`src/rtl/id_wrport_arb.sv`:
```
// id_wrport_arb: shares one register-file write port between pipeline writebacks and buffered multi-cycle results.
// Latency: one cycle from grant to o_wrSig/o_wrReg/o_wrData; a buffered entry pops no earlier than the cycle after its push.
// Backpressure: multi-cycle unit held off by o_muReady when the buffer is full; pipeline asked to withhold writeback for one cycle when the head ages out.
module id_wrport_arb #(
  parameter int FIFO_DEPTH = 2,
  parameter int AGE_LIMIT  = 8
) (
  input  logic        i_clk,
  input  logic        i_reset,
  input  logic        i_wbValid,
  input  logic [4:0]  i_wbReg,
  input  logic [31:0] i_wbData,
  input  logic        i_muValid,
  input  logic [4:0]  i_muReg,
  input  logic [31:0] i_muData,
  output logic        o_muReady,
  output logic        o_wrSig,
  output logic [4:0]  o_wrReg,
  output logic [31:0] o_wrData,
  output logic        o_wbStall,
  output logic [31:0] o_pending,
  output logic [3:0]  o_fifoCount,
  output logic        o_err
);

  localparam int              PW      = (FIFO_DEPTH > 1) ? $clog2(FIFO_DEPTH) : 1;
  localparam logic [PW-1:0]   LAST    = PW'(FIFO_DEPTH - 1);
  localparam logic [3:0]      DEPTH_C = 4'(FIFO_DEPTH);
  localparam logic [7:0]      AGE_MAX = 8'(AGE_LIMIT);

  logic [4:0]            buf_reg [FIFO_DEPTH];
  logic [31:0]           buf_dat [FIFO_DEPTH];
  logic [FIFO_DEPTH-1:0] buf_vld;
  logic [PW-1:0]         rd_ptr;
  logic [PW-1:0]         wr_ptr;
  logic [3:0]            count;
  logic [7:0]            age;
  logic [7:0]            age_nxt;
  logic [31:0]           pend;
  logic                  empty;
  logic                  push;
  logic                  pop;
  logic                  wb_req;
  logic                  grant_wb;

  function automatic logic [PW-1:0] ptr_inc(input logic [PW-1:0] p);
    return (p == LAST) ? '0 : p + 1'b1;
  endfunction

  assign empty       = (count == 4'd0);
  assign o_fifoCount = count;
  // Ready looks only at registered occupancy, so a same-cycle pop never opens a full buffer.
  assign o_muReady   = (count < DEPTH_C) && !i_reset;
  // Writes to x0 are accepted but never stored.
  assign push        = i_muValid && o_muReady && (i_muReg != 5'd0);
  assign wb_req      = i_wbValid && (i_wbReg != 5'd0);
  assign o_pending   = pend;

  // Arbitration: stall cycle forces a pop, otherwise the pipeline wins, otherwise drain the buffer.
  always_comb begin
    pop      = 1'b0;
    grant_wb = 1'b0;
    if (!i_reset) begin
      if (o_wbStall && !empty) pop = 1'b1;
      else if (wb_req)         grant_wb = 1'b1;
      else if (!empty)         pop = 1'b1;
    end
  end

  // Head age: cleared when the head leaves or nothing is buffered, else counts up to the limit.
  always_comb begin
    age_nxt = age;
    if (pop || empty)        age_nxt = 8'd0;
    else if (age >= AGE_MAX) age_nxt = AGE_MAX;
    else                     age_nxt = age + 8'd1;
  end

  // Pending-register mask built from stored entries only, so duplicates stay visible until the last one pops.
  always_comb begin
    pend = '0;
    for (int i = 0; i < FIFO_DEPTH; i++) begin
      if (buf_vld[i]) pend = pend | (32'd1 << buf_reg[i]);
    end
  end

  // Entry payload storage; contents are meaningless unless the matching valid bit is set.
  always_ff @(posedge i_clk) begin
    if (push) begin
      buf_reg[wr_ptr] <= i_muReg;
      buf_dat[wr_ptr] <= i_muData;
    end
  end

  // Buffer bookkeeping, age/stall tracking, registered write port and sticky error.
  always_ff @(posedge i_clk) begin
    if (i_reset) begin
      buf_vld   <= '0;
      rd_ptr    <= '0;
      wr_ptr    <= '0;
      count     <= 4'd0;
      age       <= 8'd0;
      o_wbStall <= 1'b0;
      o_wrSig   <= 1'b0;
      o_wrReg   <= 5'd0;
      o_wrData  <= 32'd0;
      o_err     <= 1'b0;
    end else begin
      // Push and pop never touch the same slot: pop needs an entry, push needs a free slot.
      if (push) begin
        buf_vld[wr_ptr] <= 1'b1;
        wr_ptr          <= ptr_inc(wr_ptr);
      end
      if (pop) begin
        buf_vld[rd_ptr] <= 1'b0;
        rd_ptr          <= ptr_inc(rd_ptr);
      end
      if (push && !pop)      count <= count + 4'd1;
      else if (pop && !push) count <= count - 4'd1;

      age       <= age_nxt;
      // One-cycle pulse on the edge where the head first hits the age limit.
      o_wbStall <= (age_nxt == AGE_MAX) && (age != AGE_MAX);

      if (grant_wb) begin
        o_wrSig  <= 1'b1;
        o_wrReg  <= i_wbReg;
        o_wrData <= i_wbData;
      end else if (pop) begin
        o_wrSig  <= 1'b1;
        o_wrReg  <= buf_reg[rd_ptr];
        o_wrData <= buf_dat[rd_ptr];
      end else begin
        o_wrSig  <= 1'b0;
      end

      // The pipeline ignored the stall request; its write is lost.
      if (o_wbStall && wb_req) o_err <= 1'b1;
    end
  end

endmodule

```
`config.mk`:
```
export PLATFORM = sky130hd
export DESIGN_NAME = id_wrport_arb
export DESIGN_NICKNAME = d
export VERILOG_FILES = /design/src/rtl/id_wrport_arb.sv
export SDC_FILE = /design/constraint.sdc
export NUM_CORES = 1
export LEC_CHECK = 0
export BUFFER_PORTS_ARGS = -buffer_cell sky130_fd_sc_hd__buf_2
export CORE_ASPECT_RATIO = 1.5
export CORE_MARGIN = 8
export CORE_UTILIZATION = 53
export DETAILED_ROUTE_END_ITERATION = 10
export PLACE_DENSITY = 0.8
export SYNTH_ARGS = -nofsm -noshare
export SYNTH_HDL_FRONTEND = slang
export SYNTH_SLANG_ARGS = --single-unit
```
`constraint.sdc`:
```
create_clock -name i_clk -period 4 [get_ports i_clk]
set_input_delay 0.8 -clock i_clk [delete_from_list [all_inputs] [get_ports i_clk]]
set_output_delay 0.8 -clock i_clk [all_outputs]
set_load 0.02 [all_outputs]
```
==> results of run 1 <==
metrics by stage:
step | hold WS, ns | instances | setup WS (ns) | utilization, %
global route | 0.518 | 792 | 0.671 | 68.3
CTS | 0.481 | 792 | 0.805 | 68.3
floorplan | 0.441 | 487 | 0.654 | -
detailed placement | 0.467 | 760 | 0.429 | 63.0
finish | 0.481 | 792 | 0.787 | 68.3
global placement | 0.452 | 760 | 0.520 | 63.0
power by group through the flow:
| stage | clock [W] | sequential [W] | combinational [W] |
|---|---|---|---|
| floorplan | 0 | 0.00202 | 0.00113 |
| global placement | 0 | 0.00190 | 0.00172 |
| detailed placement | 0 | 0.00191 | 0.00178 |
| CTS | 0.00149 | 0.00189 | 0.00180 |
| global route | 0.00156 | 0.00192 | 0.00194 |
| finish | 0.00147 | 0.00189 | 0.00178 |
cells by family (layout without fill, tap and decap cells):
logic type | after synthesis | in the layout | share of synthesized area (%)
AOI/OAI and AO/OA | 113 | 113 | 15.1
and+or+nand+nor | 139 | 139 | 11.7
DFF | 131 | 131 | 58.3
buffers and inverters | 38 | 199 | 2.84
adders and majority gates | 6 | 6 | 1.43
muxes | 52 | 52 | 9.91
other | 1 | 4 | 0.0650
xor gates and xnor gates | 4 | 4 | 0.607
layer usage:
layer / GRT usage [%] / vias to the layer above
li1: - / 2144
met1: 22.6 / 2193
met2: 37.4 / 205
met3: 7.07 / 16
met4: 7.01 / 0
met5: 0 / -
worst max-delay path by stage:
stage,from,depth (start not counted),endpoint
3_3_place_gp,i_wbReg[0],11,o_fifoCount[3]
2_1_floorplan,i_reset,3,buf_dat[0][0]
3_5_place_dp,i_wbReg[0],11,o_fifoCount[3]
4_1_cts,i_wbReg[0],11,o_fifoCount[3]
6_report,i_wbReg[0],11,o_fifoCount[3]
5_1_grt,i_wbReg[0],11,o_fifoCount[3]
cell type report:
class / instances / share of cell area [%]
clock buffer: 26 / 6.76
clock inverter: 6 / 1.09
inverter: 5 / 0.259
multi-input combinational: 318 / 31.4
sequential: 131 / 46.5
tap: 144 / 2.49
timing repair buffer: 162 / 11.5
cell usage in the layout (no fill, tap or decap), types with 3 or more instances in the layout:
cell type                     n
sky130_fd_sc_hd__a211oi_1    23
sky130_fd_sc_hd__o21bai_1    22
sky130_fd_sc_hd__mux2i_1     38
sky130_fd_sc_hd__buf_4        8
sky130_fd_sc_hd__conb_1       4
sky130_fd_sc_hd__ha_1         5
sky130_fd_sc_hd__clkinv_2     3
sky130_fd_sc_hd__o32ai_1      4
sky130_fd_sc_hd__o22ai_1     29
sky130_fd_sc_hd__or3_1        4
sky130_fd_sc_hd__clkbuf_1     6
sky130_fd_sc_hd__nor3_1      25
sky130_fd_sc_hd__clkbuf_16   17
sky130_fd_sc_hd__mux2_2       5
sky130_fd_sc_hd__nor2_1      55
sky130_fd_sc_hd__buf_2      154
sky130_fd_sc_hd__a21oi_1     10
sky130_fd_sc_hd__xnor2_1      3
sky130_fd_sc_hd__nand3_1     10
sky130_fd_sc_hd__mux2_4       9
sky130_fd_sc_hd__nor2b_1      9
sky130_fd_sc_hd__or2_2        3
sky130_fd_sc_hd__nand2_1     12
sky130_fd_sc_hd__inv_1        5
sky130_fd_sc_hd__a2111oi_1    5
sky130_fd_sc_hd__edfxtp_1    74
sky130_fd_sc_hd__clkbuf_8     3
sky130_fd_sc_hd__a2111oi_2    9
sky130_fd_sc_hd__dfxtp_1     56
sky130_fd_sc_hd__nand2b_1     7
worst reg2reg max path, cell delays in order, from the launching register on:
cell and delay [ns]:
sky130_fd_sc_hd__dfxtp_1 0.46, sky130_fd_sc_hd__nor2b_1 0.10, sky130_fd_sc_hd__o21a_1 0.19, sky130_fd_sc_hd__or3_1 0.40, sky130_fd_sc_hd__ha_1 0.25, sky130_fd_sc_hd__inv_1 0.13, sky130_fd_sc_hd__ha_1 0.29, sky130_fd_sc_hd__a21oi_1 0.22
sky130_fd_sc_hd__a211oi_1 0.10, sky130_fd_sc_hd__a31oi_1 0.18, sky130_fd_sc_hd__mux2_2 0.36
==> flow_summary.toml, run 1 <==
[power_and_ir_drop]
sequentialPowerShare_pct = 36.7
internal_portion_of_total_power_w = 0.00335
netSwitchingFraction_pct = 35.0
max-vdd-ir-drop_mv = 0.562
pwr-share-comb_pct = 34.7
leakagePower_nw = 2.87
power_density_nw_per_um2 = 711
power.clock.fraction_pct = 28.6
power.switching_w = 0.00180
total_power_w = 0.00515

[timing]
grt_setup_unrepaired = "false"
period_minus_slack_ns = 3.21
setup_viol = 0
slew-limit-headroom_pct = 29.1
finClkSkew_ns = 0.00622
finalCritPeriodShare_pct = 80.3
setup_tns_ns = 0
slew_viol_final = 0
tightest_pin_transition_ns = 1.06
timing_hold_violations_final = 0
clock.fmax_mhz = 311

[cells_and_area]
area_growth_pct = 25.5
post_route_cell_area_um2 = 7240
final_nets = 719
post_route_cells_drive_above_1_share_pct = 34.3
diodes = 0
nFillCells = 807
largest_register_ffs = 64
multi_input_area_um2 = 2270
area.sequential_um2 = 3360

[clock_tree]
post_cts_setup_bufs = 0
post_cts_hold_buffer_count = 0
worst_setup_hold_path_clk_slew_ns = 0.05
cts_htree_levels = 4
ctsLongestPathBuffers = 2
ctsRootBufferMaster = "sky130_fd_sc_hd__clkbuf_16"
cts_resized = 0
tritoncts = "built"
cts_sinks = 131
numCtsBuffers = 17
worst_skew_pair.late_latency_ns = 0.40

[detailed_routing]
met2RoutedLength_um = 7880
routedWlPerCell_um = 19.0
highest-signal-layer = "met4"
antenna_left = 0
routedLengthMet1_um = 5720
met3_length_um = 1300
detail_route.iter0.violations = 298
vias = 4558
vias_per_cell = 5.76
remaining_drc_errors = 0
drt_pass1_iterations = 4
postRouteWirelength_um = 15000

[critical_path]
timing.critical_path.mode_cell = "sky130_fd_sc_hd__ha_1"
critical_path_class = "in -> reg"
worst_path_max_delay_cell = "sky130_fd_sc_hd__or3_4"
rrSetupSlack_ns = 1.21
worstReg2RegStart = "o_wbStall"
cp_required_ns = 4.29
timing.critical_path.slowest_cell_delay_ns = 0.40
worst_setup_path_end_kind = "flop"
critical_path.max_fanout = 5
start_kind = "primary input"
critical_path.n_buffers_inverters = 2
worstPathCellList = "buf_2, or3_4, o21a_1, or3_1, ha_1, inv_1, ha_1, a21oi_1, a211oi_1, a31oi_1, mux2_2"
timing.reg2reg.worst_path_depth = 10
crit_arrival_ns = 3.50
r2r-end = "o_fifoCount[3]"
critPathTopFamily = "simple AND/OR/NAND/NOR gates"

[logic_synthesis]
synth_warnings = 0
synthesis.area_per_instance_um2 = 11.9
yosysTopAreaCell = "sky130_fd_sc_hd__edfxtp_1"
synth.distinct_cells = 49
synth_area_um2 = 5770
synthCells = 484
synth-edff-count = 74
post-synth-top-count-cell = "sky130_fd_sc_hd__edfxtp_1"
post_synth_main_area_contributors = "sky130_fd_sc_hd__edfxtp_1, sky130_fd_sc_hd__dfxtp_1, sky130_fd_sc_hd__mux2i_1"
yosys-top-cells-count = "sky130_fd_sc_hd__edfxtp_1, sky130_fd_sc_hd__dfxtp_1, sky130_fd_sc_hd__nor2_1"
synth-seq-area-share_pct = 58.3
synth-async-reset-ratio_pct = 0
ys_dominant_reg_cell = "sky130_fd_sc_hd__edfxtp_1"
number_of_flip_flops_and_latches_in_the_synthesized_netlist = 131
synth_largest_type_area_fraction_pct = 38.5

[job]
cap_violations = 0

[placed_design]
portBuffers = 154
place.gp.congestion = 0.921
detailed_place_hpwl_um = 10600
placedInstanceArea_um2 = 6670

[worst_hold_path]
min_from = "age[0]"
hold_path_end = "age[0]"
hold_depth = 1
timing.hold.worst.class = "reg -> reg"

[floorplan]
initial_utilization_pct = 54.5
std_cell_core_area_um2 = 10600
dieArea_um2 = 14500
num_rows = 46
fp.dieH_um = 144
io_pins = 155
die_width_um = 101

[status]
run_status = "finished, final reports clean"

[global_route]
total_routing_usage_reported_by_global_routing_pct = 21.1
first_global_vias = 4845
grt_pass1_wl_um = 23900
initial_antenna_violation_count = 0
grt_start_max_net_pins = 56
grt_overflow_total = 0
No activity file was read; power rests on OpenSTA's default activity.
==> inputs of run 2 (changes only) <==
- CORE_UTILIZATION: 53 -> 47
- PLACE_DENSITY: 0.8 -> 0.75
- clock period: 4 -> 2.69 ns (I/O delays scaled with it)
==> run 2 against run 1 <==
  * Critical path depth unchanged
  * Non-clock buffer count increased by 18
  * Via count increased by 0.44%
  * Clock skew increased by 0.0085 ns
  * Global-route usage decreased by 1.7 points
  * First-iteration DRC count decreased by 33%
  * Hold slack got worse by 0.17 ns
  * Combinational power increased by 61%
  * Design area increased by 3.1%
  * Clock power increased by 55%
  * Critical path type unchanged
  * Largest cell class unchanged
  * Largest power group is now combinational logic
==> flow_summary.toml, run 2 (synthesis gave the netlist of run 1 again) <==
[timing]
clock.fmax_mhz = 383
setup_tns_ns = 0
timing_hold_violations_final = 0
setup_viol = 0
period_minus_slack_ns = 2.61
finClkSkew_ns = 0.0147
finalCritPeriodShare_pct = 97.1
tightest_pin_transition_ns = 0.961
slew_viol_final = 0
slew-limit-headroom_pct = 35.9

[clock_tree]
cts_resized = 0
ctsLongestPathBuffers = 2
ctsRootBufferMaster = "sky130_fd_sc_hd__clkbuf_16"
numCtsBuffers = 17
worst_setup_hold_path_clk_slew_ns = 0.06
cts_htree_levels = 4
worst_skew_pair.late_latency_ns = 0.41
tritoncts = "built"
cts_sinks = 131
post_cts_hold_buffer_count = 0
post_cts_setup_bufs = 0

[cells_and_area]
mostFrequentLayoutCell = "sky130_fd_sc_hd__buf_2"
post_layout_nonfiller_instances = 819
diodes = 0
mostFrequentLayoutCells = "sky130_fd_sc_hd__buf_2, sky130_fd_sc_hd__edfxtp_1, sky130_fd_sc_hd__dfxtp_1"
area.sequential_um2 = 3360
multi_input_area_um2 = 2310
final_nets = 737
nFillCells = 977
area_growth_pct = 29.3
largest_register_ffs = 64
post_route_cells_drive_above_1_share_pct = 37.5

[critical_path]
worst_setup_path_end_kind = "flop"
cp_required_ns = 2.98
critical_path.max_fanout = 3
critical_path_class = "in -> reg"
start_kind = "primary input"
crit_arrival_ns = 2.90

[global_route]
first_global_vias = 4937
grt_start_max_net_pins = 38
initial_antenna_violation_count = 0
grt_overflow_total = 0
grt_pass1_wl_um = 24600
total_routing_usage_reported_by_global_routing_pct = 19.4

[power_and_ir_drop]
power_density_nw_per_um2 = 1060
leakagePower_nw = 2.96
max-vdd-ir-drop_mv = 0.562

[placed_design]
place.gp.congestion = 0.848
post-place-cells = 787
detailed_place_hpwl_um = 11100
portBuffers = 154

[detailed_routing]
postRouteWirelength_um = 15500
vias_per_cell = 5.59
antenna_left = 0
detail_route.iter0.violations = 199
highest-signal-layer = "met4"
met2RoutedLength_um = 8200
vias = 4578
remaining_drc_errors = 0
routedWlPerCell_um = 18.9
drt_pass1_iterations = 5
routedLengthMet1_um = 6040
met3_length_um = 958

[floorplan]
io_pins = 155
die_width_um = 106
initial_utilization_pct = 48.0
num_rows = 49
fp.dieH_um = 152
std_cell_core_area_um2 = 12000
dieArea_um2 = 16100

[status]
run_status = "finished, final reports clean"

[job]
cap_violations = 0

[worst_hold_path]
timing.hold.worst.class = "in -> reg"
run 2: area by class of cell:
cell class / instances / share of cell area [%]
Sequential cell: 131 / 45.1
Multi-Input combinational cell: 318 / 31.0
Timing Repair Buffer: 180 / 13.1
Clock buffer: 19 / 5.80
Tap cell: 153 / 2.57
Clock inverter: 13 / 2.16
Inverter: 5 / 0.252
run 2: power by group:
part	total, W	internal (W)	switching, W
Sequential	0.00280	0.00251	0.000282
Clock	0.00228	0.00145	0.000831
Combinational	0.00286	0.00118	0.00168
run 2: through the flow:
step | util [%] | instance area (µm²) | worst slack, ns | total power (W) | hold WS, ns
3_3_place_gp | 57.0 | 6850 | -0.267 | 0.00556 | 0.446
3_5_place_dp | 57.0 | 6850 | -0.375 | 0.00567 | 0.471
4_1_cts | 62.0 | 7450 | 0.0552 | 0.00798 | 0.299
2_1_floorplan | - | 5810 | -0.148 | 0.00471 | 0.441
5_1_grt | 62.1 | 7460 | -0.0145 | 0.00836 | 0.302
6_report | 62.1 | 7460 | 0.0791 | 0.00794 | 0.310
run 2: path summary, 6_finish.rpt:
check / startpoint / end / slack [ns] / depth (start not counted)
setup / recovery: i_wbReg[0] / o_fifoCount[3] / 0.08 / 11
hold / removal: i_muData[24] / buf_dat[1][24] / 0.31 / 1
setup reg to reg: o_wbStall / o_fifoCount[3] / 0.22 / 10
hold reg to reg: o_err / o_err / 0.50 / 2
run 2: worst max-delay path: stages:
cell	delay, ns
sky130_fd_sc_hd__buf_2	0.11
sky130_fd_sc_hd__or3_4	0.39
sky130_fd_sc_hd__o21a_1	0.22
sky130_fd_sc_hd__or3_4	0.38
sky130_fd_sc_hd__ha_2	0.20
sky130_fd_sc_hd__inv_2	0.09
sky130_fd_sc_hd__ha_4	0.22
sky130_fd_sc_hd__a21oi_4	0.14
sky130_fd_sc_hd__a211oi_1	0.10
sky130_fd_sc_hd__a31oi_1	0.16
sky130_fd_sc_hd__mux2_2	0.34
run 2: layer usage:
metal	track usage [%]	up-vias
met1	20.3	2203
met2	35.2	170
met3	5.25	23
li1	-	2182
met5	0	-
met4	9.19	0
==> inputs of run 3 (changes only) <==
- CORE_UTILIZATION: 47 -> 53
- PLACE_DENSITY: 0.75 -> 0.8
- clock period: 2.69 -> 3 ns (I/O delays scaled with it)
==> run 3 against run 2 <==
  * Sequential power is 10% lower
  * Cell count shrank 2.0%
  * Utilization grew 7.0 points
  * Critical path type unchanged
  * Critical endpoint unchanged
  * Largest cell class unchanged
==> flow_summary.toml, run 3 (synthesis gave the netlist of run 1 again) <==
[critical_path]
worstPathCellList = "buf_2, or3_4, o21a_1, or3_1, ha_1, inv_1, ha_1, a21oi_2, a211oi_1, a31oi_1, mux2_2"
worstSetupStartpoint = "i_wbReg[0]"
worst_setup_path_end_kind = "flop"
start_kind = "primary input"
critical_path.max_fanout = 4
crit_path_end = "o_fifoCount[3]"
critical_path.n_buffers_inverters = 2
timing.reg2reg.worst_path_depth = 10
critPathTopFamily = "simple AND/OR/NAND/NOR gates"
timing.critical_path.mode_cell = "sky130_fd_sc_hd__ha_1"
rrSetupSlack_ns = 0.36
crit_arrival_ns = 3.17
critical_path_class = "in -> reg"
worst_path_max_delay_cell = "sky130_fd_sc_hd__or3_4"
r2r-end = "o_fifoCount[3]"
timing.critical_path.slowest_cell_delay_ns = 0.41
cp_required_ns = 3.29
timing.critical_path.depth = 11
worstReg2RegStart = "o_wbStall"

[cells_and_area]
final_nets = 730
largest_register_ffs = 64
mostFrequentLayoutCells = "sky130_fd_sc_hd__buf_2, sky130_fd_sc_hd__edfxtp_1, sky130_fd_sc_hd__dfxtp_1"
post_route_cells_drive_above_1_share_pct = 36.6
post_route_cell_area_um2 = 7320
area_growth_pct = 26.9
diodes = 0
mostFrequentLayoutCell = "sky130_fd_sc_hd__buf_2"

[power_and_ir_drop]
max-vdd-ir-drop_mv = 0.563
netSwitchingFraction_pct = 36.3
power_density_nw_per_um2 = 943
sequentialPowerShare_pct = 36.6
pwr-share-comb_pct = 36.2
power.clock.fraction_pct = 27.2
power.switching_w = 0.00251
internal_portion_of_total_power_w = 0.00439
leakagePower_nw = 2.91

[clock_tree]
ctsRootBufferMaster = "sky130_fd_sc_hd__clkbuf_16"
post_cts_setup_bufs = 0
tritoncts = "built"
ctsLongestPathBuffers = 2
numCtsBuffers = 17
cts_sinks = 131
post_cts_hold_buffer_count = 0
cts_htree_levels = 4
cts_resized = 0
worst_skew_pair.late_latency_ns = 0.41
worst_setup_hold_path_clk_slew_ns = 0.05

[timing]
setup_tns_ns = 0
setup_viol = 0
slew_viol_final = 0
tightest_pin_transition_ns = 1.13
grt_setup_unrepaired = "false"
clock.fmax_mhz = 348
finalCritPeriodShare_pct = 95.9
postLayoutSetupSlackWorst_ns = 0.123
timing_hold_violations_final = 0
period_minus_slack_ns = 2.88
slew-limit-headroom_pct = 24.3
finClkSkew_ns = 0.00749

[global_route]
initial_antenna_violation_count = 0
total_routing_usage_reported_by_global_routing_pct = 20.9
grt_pass1_wl_um = 23700
grt_overflow_total = 0
first_global_vias = 4813
grt_start_max_net_pins = 39

[detailed_routing]
routedWlPerCell_um = 18.9
vias_per_cell = 5.72
drt_pass1_iterations = 5
antenna_left = 0
postRouteWirelength_um = 15200
vias = 4590
remaining_drc_errors = 0
detail_route.iter0.violations = 245

[floorplan]
std_cell_core_area_um2 = 10600
num_rows = 46
die_width_um = 101
io_pins = 155
dieArea_um2 = 14500
fp.dieH_um = 144
initial_utilization_pct = 54.5

[worst_hold_path]
timing.hold.worst.class = "in -> reg"
hold_depth = 1

[placed_design]
placedInstanceArea_um2 = 6770
detailed_place_hpwl_um = 10800
dpl_worst_slack_ns = -0.256
place.gp.congestion = 0.864
portBuffers = 154

[status]
run_status = "finished, final reports clean"

[job]
cap_violations = 0
-- run 3: cell count changes in the layout (fill, tap and decap cells not counted), sizes merged --
cell    delta
clkinv     +3
buf        -7
bufinv     -2
inv        +1
clkbuf     -2
-- run 3: worst min-delay path by stage --
stage	end	startpoint
after global placement	o_err	o_err
after detailed placement	o_err	o_err
after floorplan	age[0]	age[0]
final	buf_dat[0][12]	i_muData[12]
after global routing	buf_dat[1][11]	i_muData[11]
after CTS	buf_dat[1][9]	i_muData[9]
-- run 3: per-stage QoR --
stage	util (%)	hold WS (ns)	cells	total power, W
floorplan	-	0.441	487	0.00421
global placement	64.0	0.447	771	0.00493
detailed placement	64.0	0.450	771	0.00505
CTS	69.1	0.365	803	0.00693
global route	69.1	0.367	803	0.00724
finish	69.1	0.380	803	0.00690
-- run 3: power groups by stage --
stage               sequential (W)  clock (W)  combinational [W]
floorplan                  0.00269          0            0.00152
global placement           0.00253          0            0.00239
detailed placement         0.00255          0            0.00249
CTS                        0.00252    0.00190            0.00251
global route               0.00256    0.00198            0.00270
finish                     0.00252    0.00188            0.00250
-- run 3: final cells by class --
type	instances	area, µm²
Clock buffer	17	425
Clock inverter	15	118
Fill cell	821	3270
Inverter	5	18.8
Multi-Input combinational cell	318	2280
Sequential cell	131	3360
Tap cell	144	180
Timing Repair Buffer	173	926
-- run 3: routing by layer --
metal | part of all wire (%) | wire (µm) | track usage [%] | vias up
met5 | 0 | 0 | 0 | -
met4 | 2.4 | 363 | 9.38 | 0
met3 | 7.9 | 1200 | 6.63 | 34
met2 | 51 | 7710 | 36.8 | 206
met1 | 39 | 5890 | 22.2 | 2186
li1 | - | - | - | 2164
-- run 3: worst register-to-register path, delay by kind of cell (launching register included) --
family	cells	cell delay, ns
flops	1	0.44
fa+ha+maj	2	0.52
mux	1	0.35
simple gates	2	0.48
buf+inv	1	0.12
compound gates	4	0.61
